[config.mk]
export PLATFORM = sky130hd
export DESIGN_NAME = udp_tx_arbiter
export DESIGN_NICKNAME = d
export VERILOG_FILES = /design/src/rtl/udp_tx_arbiter.sv
export SDC_FILE = /design/constraint.sdc
export NUM_CORES = 1
export LEC_CHECK = 0
export BUFFER_PORTS_ARGS = -buffer_cell sky130_fd_sc_hd__buf_2
export CELL_PAD_IN_SITES_DETAIL_PLACEMENT = 1
export CELL_PAD_IN_SITES_GLOBAL_PLACEMENT = 2
export CORE_MARGIN = 2
export CORE_UTILIZATION = 21
export DETAILED_ROUTE_END_ITERATION = 12
export GPL_TIMING_DRIVEN = 0
export HOLD_SLACK_MARGIN = 0.1
export PLACE_DENSITY = 0.92
export SLEW_MARGIN = 40
export SYNTH_ARGS = -nofsm -noshare
export SYNTH_HDL_FRONTEND = slang
export SYNTH_SLANG_ARGS = --single-unit
[constraint.sdc]
create_clock -name i_clk -period 2.75 [get_ports i_clk]
set_input_delay 0.275 -clock i_clk [delete_from_list [all_inputs] [get_ports i_clk]]
set_output_delay 0.275 -clock i_clk [all_outputs]
set_load 0.01 [all_outputs]
[src/rtl/udp_tx_arbiter.sv]
// Two-channel whole-packet arbiter in front of the UDP TX encapsulation (64-bit AXIS).
// Round-robin by default; define UDP_ARB_STRICT_PRIO_EN to make c0 always win contention.
module udp_tx_arbiter #(
    parameter int P_IFG_CYCLES = 2,
    parameter int P_TIMEOUT    = 1024
) (
    input  logic        i_clk,
    input  logic        i_rst,
    input  logic [63:0] s_axis_c0_data,
    input  logic [31:0] s_axis_c0_user,
    input  logic [7:0]  s_axis_c0_keep,
    input  logic        s_axis_c0_last,
    input  logic        s_axis_c0_valid,
    output logic        s_axis_c0_ready,
    input  logic [63:0] s_axis_c1_data,
    input  logic [31:0] s_axis_c1_user,
    input  logic [7:0]  s_axis_c1_keep,
    input  logic        s_axis_c1_last,
    input  logic        s_axis_c1_valid,
    output logic        s_axis_c1_ready,
    output logic [63:0] m_axis_udp_data,
    output logic [31:0] m_axis_udp_user,
    output logic [7:0]  m_axis_udp_keep,
    output logic        m_axis_udp_last,
    output logic        m_axis_udp_valid,
    input  logic        m_axis_udp_ready,
    output logic [1:0]  o_grant,
    output logic        o_timeout,
    output logic [1:0]  o_dbg_state
);

    typedef enum logic [1:0] {
        ST_IDLE = 2'd0,
        ST_XFER = 2'd1,
        ST_GAP  = 2'd2
    } state_t;

    // The IDLE arbitration cycle is the final gap cycle, so GAP itself lasts one cycle less.
    localparam int          GAP_LEN  = (P_IFG_CYCLES > 1) ? P_IFG_CYCLES - 1 : 0;
    localparam logic [15:0] GAP_LAST = 16'((GAP_LEN > 0) ? GAP_LEN - 1 : 0);
    localparam logic [15:0] WD_LIMIT = 16'(P_TIMEOUT - 1);

    state_t      state, state_nxt;
    logic        owner, owner_nxt;
    logic        ptr, ptr_nxt;
    logic [31:0] user_q, user_nxt;
    logic [15:0] wd_cnt, wd_nxt;
    logic [15:0] gap_cnt, gap_nxt;
    logic        pick;

    logic [63:0] own_data;
    logic [7:0]  own_keep;
    logic        own_last;
    logic        own_valid;
    logic        beat_acc;

    assign own_data  = owner ? s_axis_c1_data  : s_axis_c0_data;
    assign own_keep  = owner ? s_axis_c1_keep  : s_axis_c0_keep;
    assign own_last  = owner ? s_axis_c1_last  : s_axis_c0_last;
    assign own_valid = owner ? s_axis_c1_valid : s_axis_c0_valid;

    // A beat moves on any cycle where valid and ready are both high; the source holds the
    // beat stable until then. Only the owner sees ready, and only while in XFER.
    assign beat_acc = (state == ST_XFER) && own_valid && m_axis_udp_ready;

`ifdef UDP_ARB_STRICT_PRIO_EN
    assign pick = s_axis_c0_valid ? 1'b0 : 1'b1;
`else
    assign pick = (s_axis_c0_valid && s_axis_c1_valid) ? ptr : s_axis_c1_valid;
`endif

    always_ff @(posedge i_clk or posedge i_rst) begin
        if (i_rst) begin
            state   <= ST_IDLE;
            owner   <= 1'b0;
            ptr     <= 1'b0;
            user_q  <= 32'd0;
            wd_cnt  <= 16'd0;
            gap_cnt <= 16'd0;
        end else begin
            state   <= state_nxt;
            owner   <= owner_nxt;
            ptr     <= ptr_nxt;
            user_q  <= user_nxt;
            wd_cnt  <= wd_nxt;
            gap_cnt <= gap_nxt;
        end
    end

    always_comb begin
        state_nxt        = state;
        owner_nxt        = owner;
        ptr_nxt          = ptr;
        user_nxt         = user_q;
        wd_nxt           = wd_cnt;
        gap_nxt          = gap_cnt;
        m_axis_udp_data  = 64'd0;
        m_axis_udp_keep  = 8'd0;
        m_axis_udp_last  = 1'b0;
        m_axis_udp_valid = 1'b0;
        s_axis_c0_ready  = 1'b0;
        s_axis_c1_ready  = 1'b0;
        o_timeout        = 1'b0;

        case (state)
            ST_IDLE: begin
                if (s_axis_c0_valid || s_axis_c1_valid) begin
                    owner_nxt = pick;
                    user_nxt  = pick ? s_axis_c1_user : s_axis_c0_user;
                    wd_nxt    = 16'd0;
                    state_nxt = ST_XFER;
                end
            end
            ST_XFER: begin
                m_axis_udp_data  = own_data;
                m_axis_udp_keep  = own_keep;
                m_axis_udp_last  = own_last;
                m_axis_udp_valid = own_valid;
                s_axis_c0_ready  = !owner && m_axis_udp_ready;
                s_axis_c1_ready  = owner && m_axis_udp_ready;
                if (beat_acc) begin
                    wd_nxt = 16'd0;
                    if (own_last) begin
                        ptr_nxt   = !owner;
                        gap_nxt   = 16'd0;
                        state_nxt = (GAP_LEN == 0) ? ST_IDLE : ST_GAP;
                    end
                end else if (!own_valid) begin
                    // Only a silent owner ages the watchdog; downstream back-pressure does not.
                    if (wd_cnt == WD_LIMIT) begin
                        o_timeout = 1'b1;
                        ptr_nxt   = !owner;
                        gap_nxt   = 16'd0;
                        state_nxt = (GAP_LEN == 0) ? ST_IDLE : ST_GAP;
                    end else begin
                        wd_nxt = wd_cnt + 16'd1;
                    end
                end
            end
            ST_GAP: begin
                if (gap_cnt == GAP_LAST) begin
                    state_nxt = ST_IDLE;
                end else begin
                    gap_nxt = gap_cnt + 16'd1;
                end
            end
            default: state_nxt = ST_IDLE;
        endcase
    end

    assign m_axis_udp_user = user_q;
    assign o_grant         = (state != ST_XFER) ? 2'b00 : (owner ? 2'b10 : 2'b01);
    assign o_dbg_state     = state;

endmodule
# Yosys cells after proc, flatten, opt, wreduce, memory -nomap -nowiden
# Cells that the tools add are included.
dict set report word_totals {
  reg_bits 68
  input_bits 215
  output_inout_bits 113
  wordCells 78
}
dict set report op_classes {
  n_addsub 2
  n_eq_ne 13
  muxes 40
  reduce_logical 17
}
# op count
set op_table {}
lappend op_table {{16-bit two-way mux} 9}
lappend op_table {{64-bit two-way mux} 2}
lappend op_table {{16-bit one-hot mux with 2 select lines} 2}
lappend op_table {{16-bit by 1-bit adder with 16-bit output (second input constant)} 2}
lappend op_table {{32-bit two-way mux} 1}
lappend op_table {{16-bit by 10-bit == test with 1-bit output (second input constant)} 1}
lappend op_table {{16-bit zero test} 1}
lappend op_table {{2-bit two-way mux} 8}
lappend op_table {{8-bit two-way mux} 2}
lappend op_table {{1-bit two-way mux} 15}
lappend op_table {{5-bit AND reduction} 2}
lappend op_table {{3-bit inequality test (second input constant)} 3}
lappend op_table {{2-bit inequality test (second input constant)} 4}
lappend op_table {{4-bit AND reduction} 2}
lappend op_table {{2-bit one-hot mux with 3 select lines} 1}
lappend op_table {{2-bit nonzero test} 3}
lappend op_table {{1-bit logical AND} 5}
lappend op_table {{2-bit by 1-bit inequality test with 1-bit output (second input constant)} 2}
lappend op_table {{3-bit by 2-bit inequality test with 1-bit output (second input constant)} 1}
lappend op_table {{2-bit by 1-bit == test with 1-bit output (second input constant)} 1}
lappend op_table {{2-bit == test (second input constant)} 1}
lappend op_table {{2-bit zero test} 1}
lappend op_table {{2-bit AND reduction} 1}
lappend op_table {{1-bit zero test} 1}
lappend op_table {{1-bit logical OR} 1}

# Depth between registers and ports, before layout
# Gate-level depths: netlist (run 1).
dict set report depth {
  ltp_word 5
  ltp_mapped 8
  depth_no_buf 8
}

# Worst setup path before layout (run 1)
# No wires, ideal clock.
dict set report synth_timing {
  path_type {reg-to-reg}
  start {register wd_cnt[0]}
  end {register wd_cnt[15]}
  setup_time_ns 0.110
  t_arrival_ns 1.946
  required_ns 2.640
  path_slack_ns 0.694
  stages_incl_launch_ff 9
  n_path_buf 2
  synth_period_minus_slack_ns 2.056
  path_cell_list {dfrtp_1 ha_1 nand4_1 or4_1 buf_2 o21bai_4 buf_6 o21ai_1 o41ai_1}
}
dict set report synth_between {
  elab_chain_len 5
  word_cells_on_any_way 8
  classes_between {1 x add/sub; 2 x eq/ne; 4 x mux; 1 x reduce/logical}
}
# element line
set synth_lines {}
lappend synth_lines {{from (decl)} 47} ;# logic [15:0] wd_cnt, wd_nxt;
lappend synth_lines {{from (signal assigned)} 85} ;# wd_cnt <= wd_nxt;
lappend synth_lines {{16-bit by 1-bit adder with 16-bit output} 136} ;# wd_nxt = wd_cnt + 16'd1;
lappend synth_lines {{16-bit two-way mux} 130} ;# if (wd_cnt == WD_LIMIT) begin
lappend synth_lines {{16-bit two-way mux} 128} ;# end else if (!own_valid) begin
lappend synth_lines {{16-bit two-way mux} 121} ;# if (beat_acc) begin
lappend synth_lines {{16-bit one-hot mux with 2 select lines} 105} ;# case (state)
# Parallel ways exist; a longest one is shown, timed or not. The select of a mux whose other input is x is not followed.
# A chain may end at the register's enable or synchronous reset.

# Final worst setup path (run 1)
dict set report layout_timing {
  start {register wd_cnt[0]}
  end {output port o_timeout}
}
dict set report layout_between {
  elab_chain_len 5
}
# element line
set layout_lines {}
lappend layout_lines {{16-bit by 10-bit == test with 1-bit output} 130}
lappend layout_lines {{1-bit two-way mux} 130}
lappend layout_lines {{1-bit two-way mux} 128}
lappend layout_lines {{1-bit two-way mux} 121}
lappend layout_lines {{1-bit two-way mux} 105}
lappend layout_lines {{to (decl)} 28} ;# output logic o_timeout,
# Every way passes these cells.

==> results.py, run 1 <==
metrics = {
    "power": {
        "cellPowerDensity_nw_per_um2": 946,
        "total_power_mw": 6.60,
        "ir_drop_mv": 0.340,
        "leakagePower_nw": 3.65,
    },
    "timing": {
        "relSlewSlack": 0.409,
        "fin_hold_ws_ns": 0.254,
        "rsz0062_at_grt": "no",
        "fmax_mhz": 389,
        "min_period_ns": 2.57,
        "fin_skew_ns": 0.00545,
        "post-route-period-util": 0.934,
        "slew_viol_final": 0,
        "setup_violations": 0,
        "finalHoldViolCount": 0,
        "worstMarginPinSlew_ns": 0.876,
    },
    "floorplanning": {
        "rows": 54,
        "start_util": 0.213,
        "die_w_um": 152,
        "dieArea_um2": 23200,
        "core_area_um2": 21700,
        "io-pin-count": 328,
        "die_h_um": 152,
    },
    "grt": {
        "gr-usage-met2": 0.329,
        "grt_util_met1": 0.200,
        "grt_pass1_vias": 5835,
        "antenna_found_initial": 5,
        "overflow": 0,
        "grt_max_degree": 36,
        "top_usage_layer": "met2",
        "grt_usage": 0.181,
        "grt_pass1_wl_um": 33100,
        "met3_usage": 0.0611,
    },
    "yosys": {
        "synth_area_leaders": "dfrtp_1 37%, mux2i_1 23%, nor2_1 8.4%",
        "yosysWarningCount": 0,
        "ys_async_sr_fraction": 1.00,
        "yosysUniqueCellTypes": 41,
        "yosysSeqAreaShare": 0.368,
        "synth_flop_cell": "dfrtp_1",
        "synth_nets": 767,
        "syn_avg_cell_area_um2": 8.42,
        "synth_edf_count": 0,
        "synth-seq-cells": 68,
        "synth_top_area_cell": "dfrtp_1",
        "yosysTopAreaCellShare": 0.368,
        "synth_area_um2": 4620,
        "syn_inst": 549,
    },
    "layout": {
        "nets": 1107,
        "fill_cells": 2742,
        "drive_above_1_share": 0.415,
        "fin_util": 0.322,
        "final_cell_mix": "335 x buf_2, 106 x mux2i_1, 103 x nor2_1",
        "layout_commonest_cell": "buf_2",
        "syn_to_final_growth_pct": 51.1,
    },
    "placement": {
        "hpwl_um": 18000,
        "port_buffers": 327,
        "place_congestion": 0.869,
    },
    "status": {
        "status": "complete, no violations",
    },
    "min_path": {
        "hp-class": "in -> reg",
    },
    "worst_setup_path": {
        "critPathLaunchType": "flip-flop",
        "path_max_fanout": 6,
        "crit_type": "reg -> out",
        "cp.arrival_ns": 2.29,
        "end_kind": "primary output",
        "cp.required_ns": 2.48,
    },
    "cts": {
        "cts_max_level": 3,
        "max-clock-path-buffers": 2,
        "clkSinkCount": 68,
        "cts_buffers": 9,
        "clk_latency_ns": 0.33,
        "path_clk_slew_ns": 0.05,
        "cts-root-buf": "clkbuf_16",
        "tritoncts": "built",
    },
    "flow_run": {
        "cap_violations": 0,
    },
    "detailed_routing": {
        "detail-route-antenna-nets": 0,
        "wl_per_cell_um": 18.1,
        "vias_per_cell": 4.65,
        "via_count": 5476,
        "routed_wl_um": 21300,
        "drc": 0,
        "drt_iter0_markers": 226,
        "first_pass_iters": 4,
    },
}
==> critical path, cell delays in order (launching register included) <==
cell and delay, ns:
dfrtp_1 0.43, ha_1 0.27, nand4_1 0.20, or4_1 0.55, buf_2 0.19, nor2_1 0.17, buf_2 0.16
==> through the flow <==
step | instance area [µm²] | setup TNS, ns | setup WS (ns) | cells
after floorplan | 4620 | 0 | 0.694 | 549
after global placement | 6610 | -16.45 | -0.247 | 1156
after detailed placement | 6630 | 0 | 0.0355 | 1157
after CTS | 6950 | 0 | 0.0315 | 1172
after global routing | 6980 | 0 | 0.00485 | 1177
final | 6980 | 0 | 0.181 | 1177
==> worst paths after layout <==
check / startpoint / to / slack, ns / cells past startpoint
worst max-delay path: wd_cnt[0] / o_timeout / 0.18 / 6
worst min-delay path: s_axis_c1_user[20] / m_axis_udp_user[20] / 0.25 / 3
worst max register to register: gap_cnt[0] / gap_cnt[2] / 0.31 / 7
worst min register to register: m_axis_udp_user[20] / m_axis_udp_user[20] / 0.47 / 2
max in group asynchronous: i_rst / gap_cnt[5] / 1.76 / 4
min in group asynchronous: i_rst / m_axis_udp_user[30] / 0.49 / 3
==> state kept, by name (all words and copies together), names as in the netlist <==
name	flops
m_axis_udp_user	32
ptr	1
wd_cnt	16
gap_cnt	16
owner	1
o_dbg_state	2
==> metal layers <==
metal | share of wire | vias up
li1 | - | 2639
met1 | 0.38 | 2575
met2 | 0.51 | 247
met3 | 0.095 | 15
met4 | 0.014 | 0
met5 | 0 | -
==> cell usage after synthesis, drive strengths merged, types with 2 or more instances <==
master  instances
or4             3
inv            10
mux2i         106
ha              3
a31oi          11
o21ai          76
o41ai           3
nand3          14
nor2          103
nand4           9
a21oi          11
a41oi           5
buf            16
and3            3
nor4            5
a211oi          2
nand2          53
nand2b          3
o31ai           6
dfrtp          68
nor3            7
clkbuf         21
==> what timing repair did <==
action / 4_1_cts / 5_1_grt
hold endpoints to repair: 34 / 0
hold buffers: 1 / 0
setup endpoints to repair: 20 / 22
gates resized for setup: 2 / 5
setup buffers: 0 / 1
pin swaps: 0 / 2
==> final cells by class <==
class | count | area, µm² | area share
Antenna cell | 4 | 10.0 | 0.00143
Buffer | 36 | 164 | 0.0235
Clock buffer | 14 | 274 | 0.0392
Clock inverter | 1 | 30.0 | 0.00430
Inverter | 10 | 42.5 | 0.00609
Multi-Input combinational cell | 434 | 2740 | 0.392
Sequential cell | 68 | 1700 | 0.244
Tap cell | 280 | 350 | 0.0502
Timing Repair Buffer | 330 | 1670 | 0.240
==> where the power goes <==
| group | internal (mW) | total [mW] | switching [mW] |
|---|---|---|---|
| clock | 0.772 | 1.17 | 0.401 |
| combinational | 1.47 | 3.84 | 2.37 |
| sequential | 1.34 | 1.59 | 0.248 |
| total | 3.58 | 6.60 | 3.02 |
==> logic make-up (layout without fill, tap and decap cells) <==
family | count (synthesis) | count (layout) | synth area share
buffers and inverters | 47 | 391 | 0.0428
other | 0 | 4 | 0
muxes | 107 | 107 | 0.232
DFF | 68 | 68 | 0.368
adders and majority gates | 3 | 3 | 0.00812
and+or+nand+nor | 206 | 206 | 0.196
AOI/OAI and AO/OA | 118 | 118 | 0.153
No activity file was read; power rests on OpenSTA's default activity.
==> inputs of run 2 (changes only) <==
--- a/config.mk
+++ b/config.mk
@@ -6,14 +6,15 @@
 export NUM_CORES = 1
 export LEC_CHECK = 0
 export BUFFER_PORTS_ARGS = -buffer_cell sky130_fd_sc_hd__buf_2
-export CELL_PAD_IN_SITES_DETAIL_PLACEMENT = 1
-export CELL_PAD_IN_SITES_GLOBAL_PLACEMENT = 2
+export CELL_PAD_IN_SITES_DETAIL_PLACEMENT = 0
+export CELL_PAD_IN_SITES_GLOBAL_PLACEMENT = 1
 export CORE_MARGIN = 2
-export CORE_UTILIZATION = 21
+export CORE_UTILIZATION = 28
+export CTS_BUF_LIST = sky130_fd_sc_hd__clkbuf_16
 export DETAILED_ROUTE_END_ITERATION = 12
 export GPL_TIMING_DRIVEN = 0
 export HOLD_SLACK_MARGIN = 0.1
-export PLACE_DENSITY = 0.92
+export PLACE_DENSITY = 0.93
 export SLEW_MARGIN = 40
 export SYNTH_ARGS = -nofsm -noshare
 export SYNTH_HDL_FRONTEND = slang
==> results.py, run 2 (synthesis gave the netlist of run 1 again) <==
metrics = {
    "status": {
        "status": "complete, no violations",
    },
    "worst_setup_path": {
        "worst_path_max_delay_cell": "a211oi_2",
        "crit_type": "reg -> reg",
        "path_max_fanout": 9,
        "cp-startpoint": "gap_cnt[0]",
        "end_kind": "flip-flop",
        "crit_path_max_incr_delay_ns": 0.74,
        "crit_family": "compound AO/OA/AOI/OAI gates",
        "cp.arrival_ns": 2.86,
        "worst-path-buf-inv": 2,
        "worst-path-stages": 8,
        "r2r-end": "gap_cnt[12]",
        "cp.required_ns": 3.01,
        "rrSetupSlack_ns": 0.15,
        "critPathLaunchType": "flip-flop",
        "critPathCapture": "gap_cnt[12]",
        "ff2ff_path_depth": 8,
        "path_cells": "inv_1 -> ha_1 -> nor4b_1 -> a41oi_1 -> a211oi_2 -> inv_2 -> o21ai_1 -> a22o_1",
        "timing.rr.start": "gap_cnt[0]",
    },
    "floorplanning": {
        "io-pin-count": 328,
        "die_h_um": 132,
        "core_area_um2": 16000,
        "start_util": 0.289,
        "dieArea_um2": 17500,
        "rows": 46,
        "die_w_um": 132,
    },
    "cts": {
        "postCtsSetupRepairBufs": 0,
        "cts_max_level": 3,
        "clk_latency_ns": 0.32,
        "max-clock-path-buffers": 2,
        "tritoncts": "built",
        "clkSinkCount": 68,
        "cts_buffers": 9,
        "path_clk_slew_ns": 0.06,
        "cts-root-buf": "clkbuf_16",
    },
    "detailed_routing": {
        "detail-route-antenna-nets": 0,
        "drt_iter0_markers": 199,
        "top_layer_used": "met4",
        "wl_met3_um": 1880,
        "drc": 0,
        "wl_met2_um": 9290,
        "via_count": 5360,
        "first_pass_iters": 4,
        "routed_wl_um": 19100,
        "vias_per_cell": 4.82,
        "wl_met1_um": 7550,
        "wl_per_cell_um": 17.2,
    },
    "layout": {
        "fin_util": 0.428,
        "final_cell_mix": "336 x buf_2, 106 x mux2i_1, 103 x nor2_1",
        "layout_commonest_cell": "buf_2",
        "largest_reg_flops": 32,
        "drive_above_1_share": 0.413,
        "syn_to_final_growth_pct": 48.3,
        "nets": 1107,
        "fill_cells": 1690,
    },
    "min_path": {
        "hp-class": "in -> reg",
    },
    "placement": {
        "place_congestion": 0.885,
        "hpwl_um": 15900,
        "port_buffers": 327,
    },
    "timing": {
        "min_period_ns": 2.60,
        "fmax_mhz": 385,
        "relSlewSlack": 0.456,
        "setup_violations": 0,
        "fin_hold_ws_ns": 0.240,
        "slew_viol_final": 0,
        "rsz0062_at_grt": "no",
        "post-route-period-util": 0.944,
        "fin_skew_ns": 0.00332,
        "finalHoldViolCount": 0,
        "worstMarginPinSlew_ns": 0.816,
    },
    "flow_run": {
        "cap_violations": 0,
    },
    "grt": {
        "grt_usage": 0.207,
        "grt_pass1_wl_um": 28500,
        "grt_max_degree": 52,
        "grt_pass1_vias": 5159,
        "overflow": 0,
        "antenna_found_initial": 1,
    },
    "power": {
        "power_frac_comb": 0.588,
        "p_int_mw": 3.41,
        "ir_drop_mv": 0.411,
        "p_clk_frac": 0.162,
        "p_seq_frac": 0.250,
        "switching_share": 0.464,
        "power_switching_mw": 2.95,
        "leakagePower_nw": 3.62,
        "cellPowerDensity_nw_per_um2": 928,
    },
}
## run 2: cell count changes in the layout (fill, tap and decap cells not counted), moves of 2 or more
cell,previous run,this run
clkbuf_2,6,2
clkbuf_8,3,0
clkinv_2,0,3
clkinv_4,0,2
diode_2,4,1
buf_1,3,5
## run 2: area by class of cell
| type | instances | area, µm² | area share |
|---|---|---|---|
| well taps | 216 | 270 | 0.0394 |
| diodes | 1 | 2.50 | 0.000365 |
| repair buffers | 329 | 1670 | 0.244 |
| clock inverters | 7 | 43.8 | 0.00639 |
| multi-input cells | 434 | 2730 | 0.398 |
| clock buffers | 9 | 225 | 0.0329 |
| inverters | 10 | 42.5 | 0.00621 |
| plain buffers | 37 | 164 | 0.0239 |
| flip-flops and latches | 68 | 1700 | 0.248 |
## run 2: tightest hold or removal path, stage by stage
cell and delay (ns):
buf_2 0.08, mux2i_1 0.05, o21ai_0 0.12
## run 2: per-layer routing
| layer | vias to the layer above | track usage |
|---|---|---|
| met4 | 0 | 0.0562 |
| li1 | 2638 | - |
| met5 | - | 0 |
| met1 | 2451 | 0.244 |
| met3 | 22 | 0.0697 |
| met2 | 249 | 0.360 |
## run 2: metrics by stage
step,TNS [ns],instances,worst slack [ns],power [mW],cell area [µm²]
after floorplan,0,549,0.694,3.80,4620
after global placement,-11.37,1092,-0.171,5.35,6530
after detailed placement,0,1093,0.229,5.39,6560
after CTS,0,1110,0.00436,6.45,6840
after global routing,0,1111,0.0503,6.90,6850
final,0,1111,0.154,6.36,6850
## run 2: repair_timing
action,4_1_cts,5_1_grt
hold buffers,1,0
endpoints found under the setup margin,13,10
resized for setup,2,2
endpoints found under the hold margin,17,0
gates cloned,0,0
## run 2: power groups by stage
stage	Clock, mW	Sequential (mW)	Combinational (mW)
finish	1.03	1.59	3.74
CTS	1.06	1.59	3.80
floorplan	0	1.67	2.13
global route	1.11	1.64	4.16
detailed placement	0	1.61	3.78
global placement	0	1.59	3.76
## run 2: how the worst min path moves through the flow
stage	to	from	slack, ns	cells after the start
3_3_place_gp	m_axis_udp_user[19]	m_axis_udp_user[19]	0.46	2
5_1_grt	m_axis_udp_user[4]	s_axis_c1_user[4]	0.25	3
3_5_place_dp	m_axis_udp_user[13]	i_rst	0.23	2
6_report	m_axis_udp_user[13]	s_axis_c1_user[13]	0.24	3
4_1_cts	m_axis_udp_user[13]	s_axis_c1_user[13]	0.24	3
2_1_floorplan	gap_cnt[15]	gap_cnt[15]	0.44	1
==> inputs of run 3 (changes only) <==
--- a/config.mk
+++ b/config.mk
@@ -6,6 +6,7 @@
 export NUM_CORES = 1
 export LEC_CHECK = 0
 export BUFFER_PORTS_ARGS = -buffer_cell sky130_fd_sc_hd__buf_2
+export CAP_MARGIN = 20
 export CELL_PAD_IN_SITES_DETAIL_PLACEMENT = 0
 export CELL_PAD_IN_SITES_GLOBAL_PLACEMENT = 1
 export CORE_MARGIN = 2
@@ -14,7 +15,7 @@
 export DETAILED_ROUTE_END_ITERATION = 12
 export GPL_TIMING_DRIVEN = 0
 export HOLD_SLACK_MARGIN = 0.1
-export PLACE_DENSITY = 0.93
+export PLACE_DENSITY_LB_ADDON = 0.1
 export SLEW_MARGIN = 40
 export SYNTH_ARGS = -nofsm -noshare
 export SYNTH_HDL_FRONTEND = slang
==> results.py, run 3 (synthesis gave the netlist of run 1 again) <==
metrics = {
    "timing": {
        "fin_ws_ns": 0.227,
        "fmax_mhz": 396,
        "slew_viol_final": 0,
        "finalHoldViolCount": 0,
        "post-route-period-util": 0.917,
        "fin_skew_ns": 0.0107,
        "worstMarginPinSlew_ns": 0.715,
        "setup_violations": 0,
        "min_period_ns": 2.52,
        "fin_hold_ws_ns": 0.235,
        "rsz0062_at_grt": "no",
        "relSlewSlack": 0.524,
        "tns_ns": 0,
    },
    "placement": {
        "place_congestion": 0.945,
        "dpl_worst_slack_ns": 0.121,
        "port_buffers": 327,
        "hpwl_um": 15600,
    },
    "layout": {
        "drive_above_1_share": 0.414,
        "layout_commonest_cell": "buf_2",
        "final_cell_mix": "336 x buf_2, 106 x mux2i_1, 103 x nor2_1",
        "fin_util": 0.429,
        "nets": 1106,
        "syn_to_final_growth_pct": 48.7,
        "largest_reg_flops": 32,
        "fill_cells": 1706,
    },
    "worst_setup_path": {
        "path_max_fanout": 6,
        "critPathCapture": "o_timeout",
        "cp-startpoint": "wd_cnt[0]",
        "critPathLaunchType": "flip-flop",
        "cp.arrival_ns": 2.25,
        "r2r-end": "gap_cnt[12]",
        "ff2ff_path_depth": 8,
        "timing.rr.start": "gap_cnt[0]",
        "cp.required_ns": 2.48,
        "rrSetupSlack_ns": 0.29,
        "end_kind": "primary output",
        "crit_type": "reg -> out",
    },
    "grt": {
        "grt_max_degree": 53,
        "grt_usage": 0.213,
        "grt_pass1_wl_um": 29700,
        "antenna_found_initial": 5,
        "grt_pass1_vias": 5485,
        "overflow": 0,
    },
    "power": {
        "cellPowerDensity_nw_per_um2": 925,
        "ir_drop_mv": 0.481,
        "leakagePower_nw": 3.62,
        "total_power_mw": 6.36,
    },
    "detailed_routing": {
        "detail-route-antenna-nets": 0,
        "wl_per_cell_um": 17.1,
        "vias_per_cell": 4.81,
        "via_count": 5352,
        "routed_wl_um": 19000,
        "first_pass_iters": 5,
        "drc": 0,
        "drt_iter0_markers": 262,
    },
    "cts": {
        "tritoncts": "built",
        "max-clock-path-buffers": 2,
        "cts-root-buf": "clkbuf_16",
        "path_clk_slew_ns": 0.06,
        "cts_buffers": 9,
        "clkSinkCount": 68,
        "clk_latency_ns": 0.33,
        "cts_max_level": 3,
    },
    "floorplanning": {
        "io-pin-count": 328,
        "die_h_um": 132,
        "dieArea_um2": 17500,
        "die_w_um": 132,
        "core_area_um2": 16000,
        "start_util": 0.289,
        "rows": 46,
    },
    "min_path": {
        "hp-class": "in -> reg",
    },
    "flow_run": {
        "cap_violations": 0,
    },
    "status": {
        "status": "complete, no violations",
    },
}
## run 3: worst min path at each step
stage                             from                   to  slack [ns]  cells past startpoint
CTS                 s_axis_c1_user[17]  m_axis_udp_user[17]        0.23                      3
finish              s_axis_c1_user[17]  m_axis_udp_user[17]        0.23                      3
global placement    m_axis_udp_user[1]   m_axis_udp_user[1]        0.46                      2
floorplan                  gap_cnt[15]          gap_cnt[15]        0.44                      1
global route        s_axis_c1_user[17]  m_axis_udp_user[17]        0.26                      3
detailed placement               i_rst            wd_cnt[7]        0.22                      2
## run 3: through the flow
step	instances	cell area (µm²)
detailed placement	1093	6560
floorplan	549	4620
CTS	1110	6840
global placement	1092	6530
finish	1113	6870
global route	1113	6870
## run 3: final cells by class
| class | count | area (µm²) | share of cell area |
|---|---|---|---|
| clock buffer | 9 | 225 | 0.0328 |
| clock inverter | 7 | 42.5 | 0.00619 |
| buffer | 35 | 155 | 0.0226 |
| timing repair buffer | 330 | 1680 | 0.245 |
| antenna | 4 | 10.0 | 0.00146 |
| inverter | 10 | 42.5 | 0.00619 |
| sequential | 68 | 1700 | 0.248 |
| multi-input combinational | 434 | 2740 | 0.399 |
| tap | 216 | 270 | 0.0393 |
## run 3: metal layers
metal  vias up  GRT usage  share of wire
met4         2     0.0836          0.028
li1       2637          -              -
met1      2393      0.246           0.39
met3        34     0.0640          0.094
met5         -          0        0.00068
met2       286      0.370           0.48
## run 3: power breakdown
| part | internal, mW | switching, mW |
|---|---|---|
| Sequential | 1.34 | 0.248 |
| Combinational | 1.46 | 2.26 |
| Clock | 0.604 | 0.440 |
| Total | 3.40 | 2.95 |
## run 3: critical path, stage by stage, from the launching register on
cell and delay [ns]:
dfrtp_1 0.42, ha_1 0.28, nand4_1 0.18, or4_1 0.56, buf_2 0.19, nor2_1 0.14, buf_2 0.15
## run 3: repair_timing
item	4_1_cts	5_1_grt
pin swaps	0	1
resized for setup	2	1
endpoints found under the hold margin	16	0
hold buffers	1	0
endpoints found under the setup margin	12	19
setup buffers	0	1
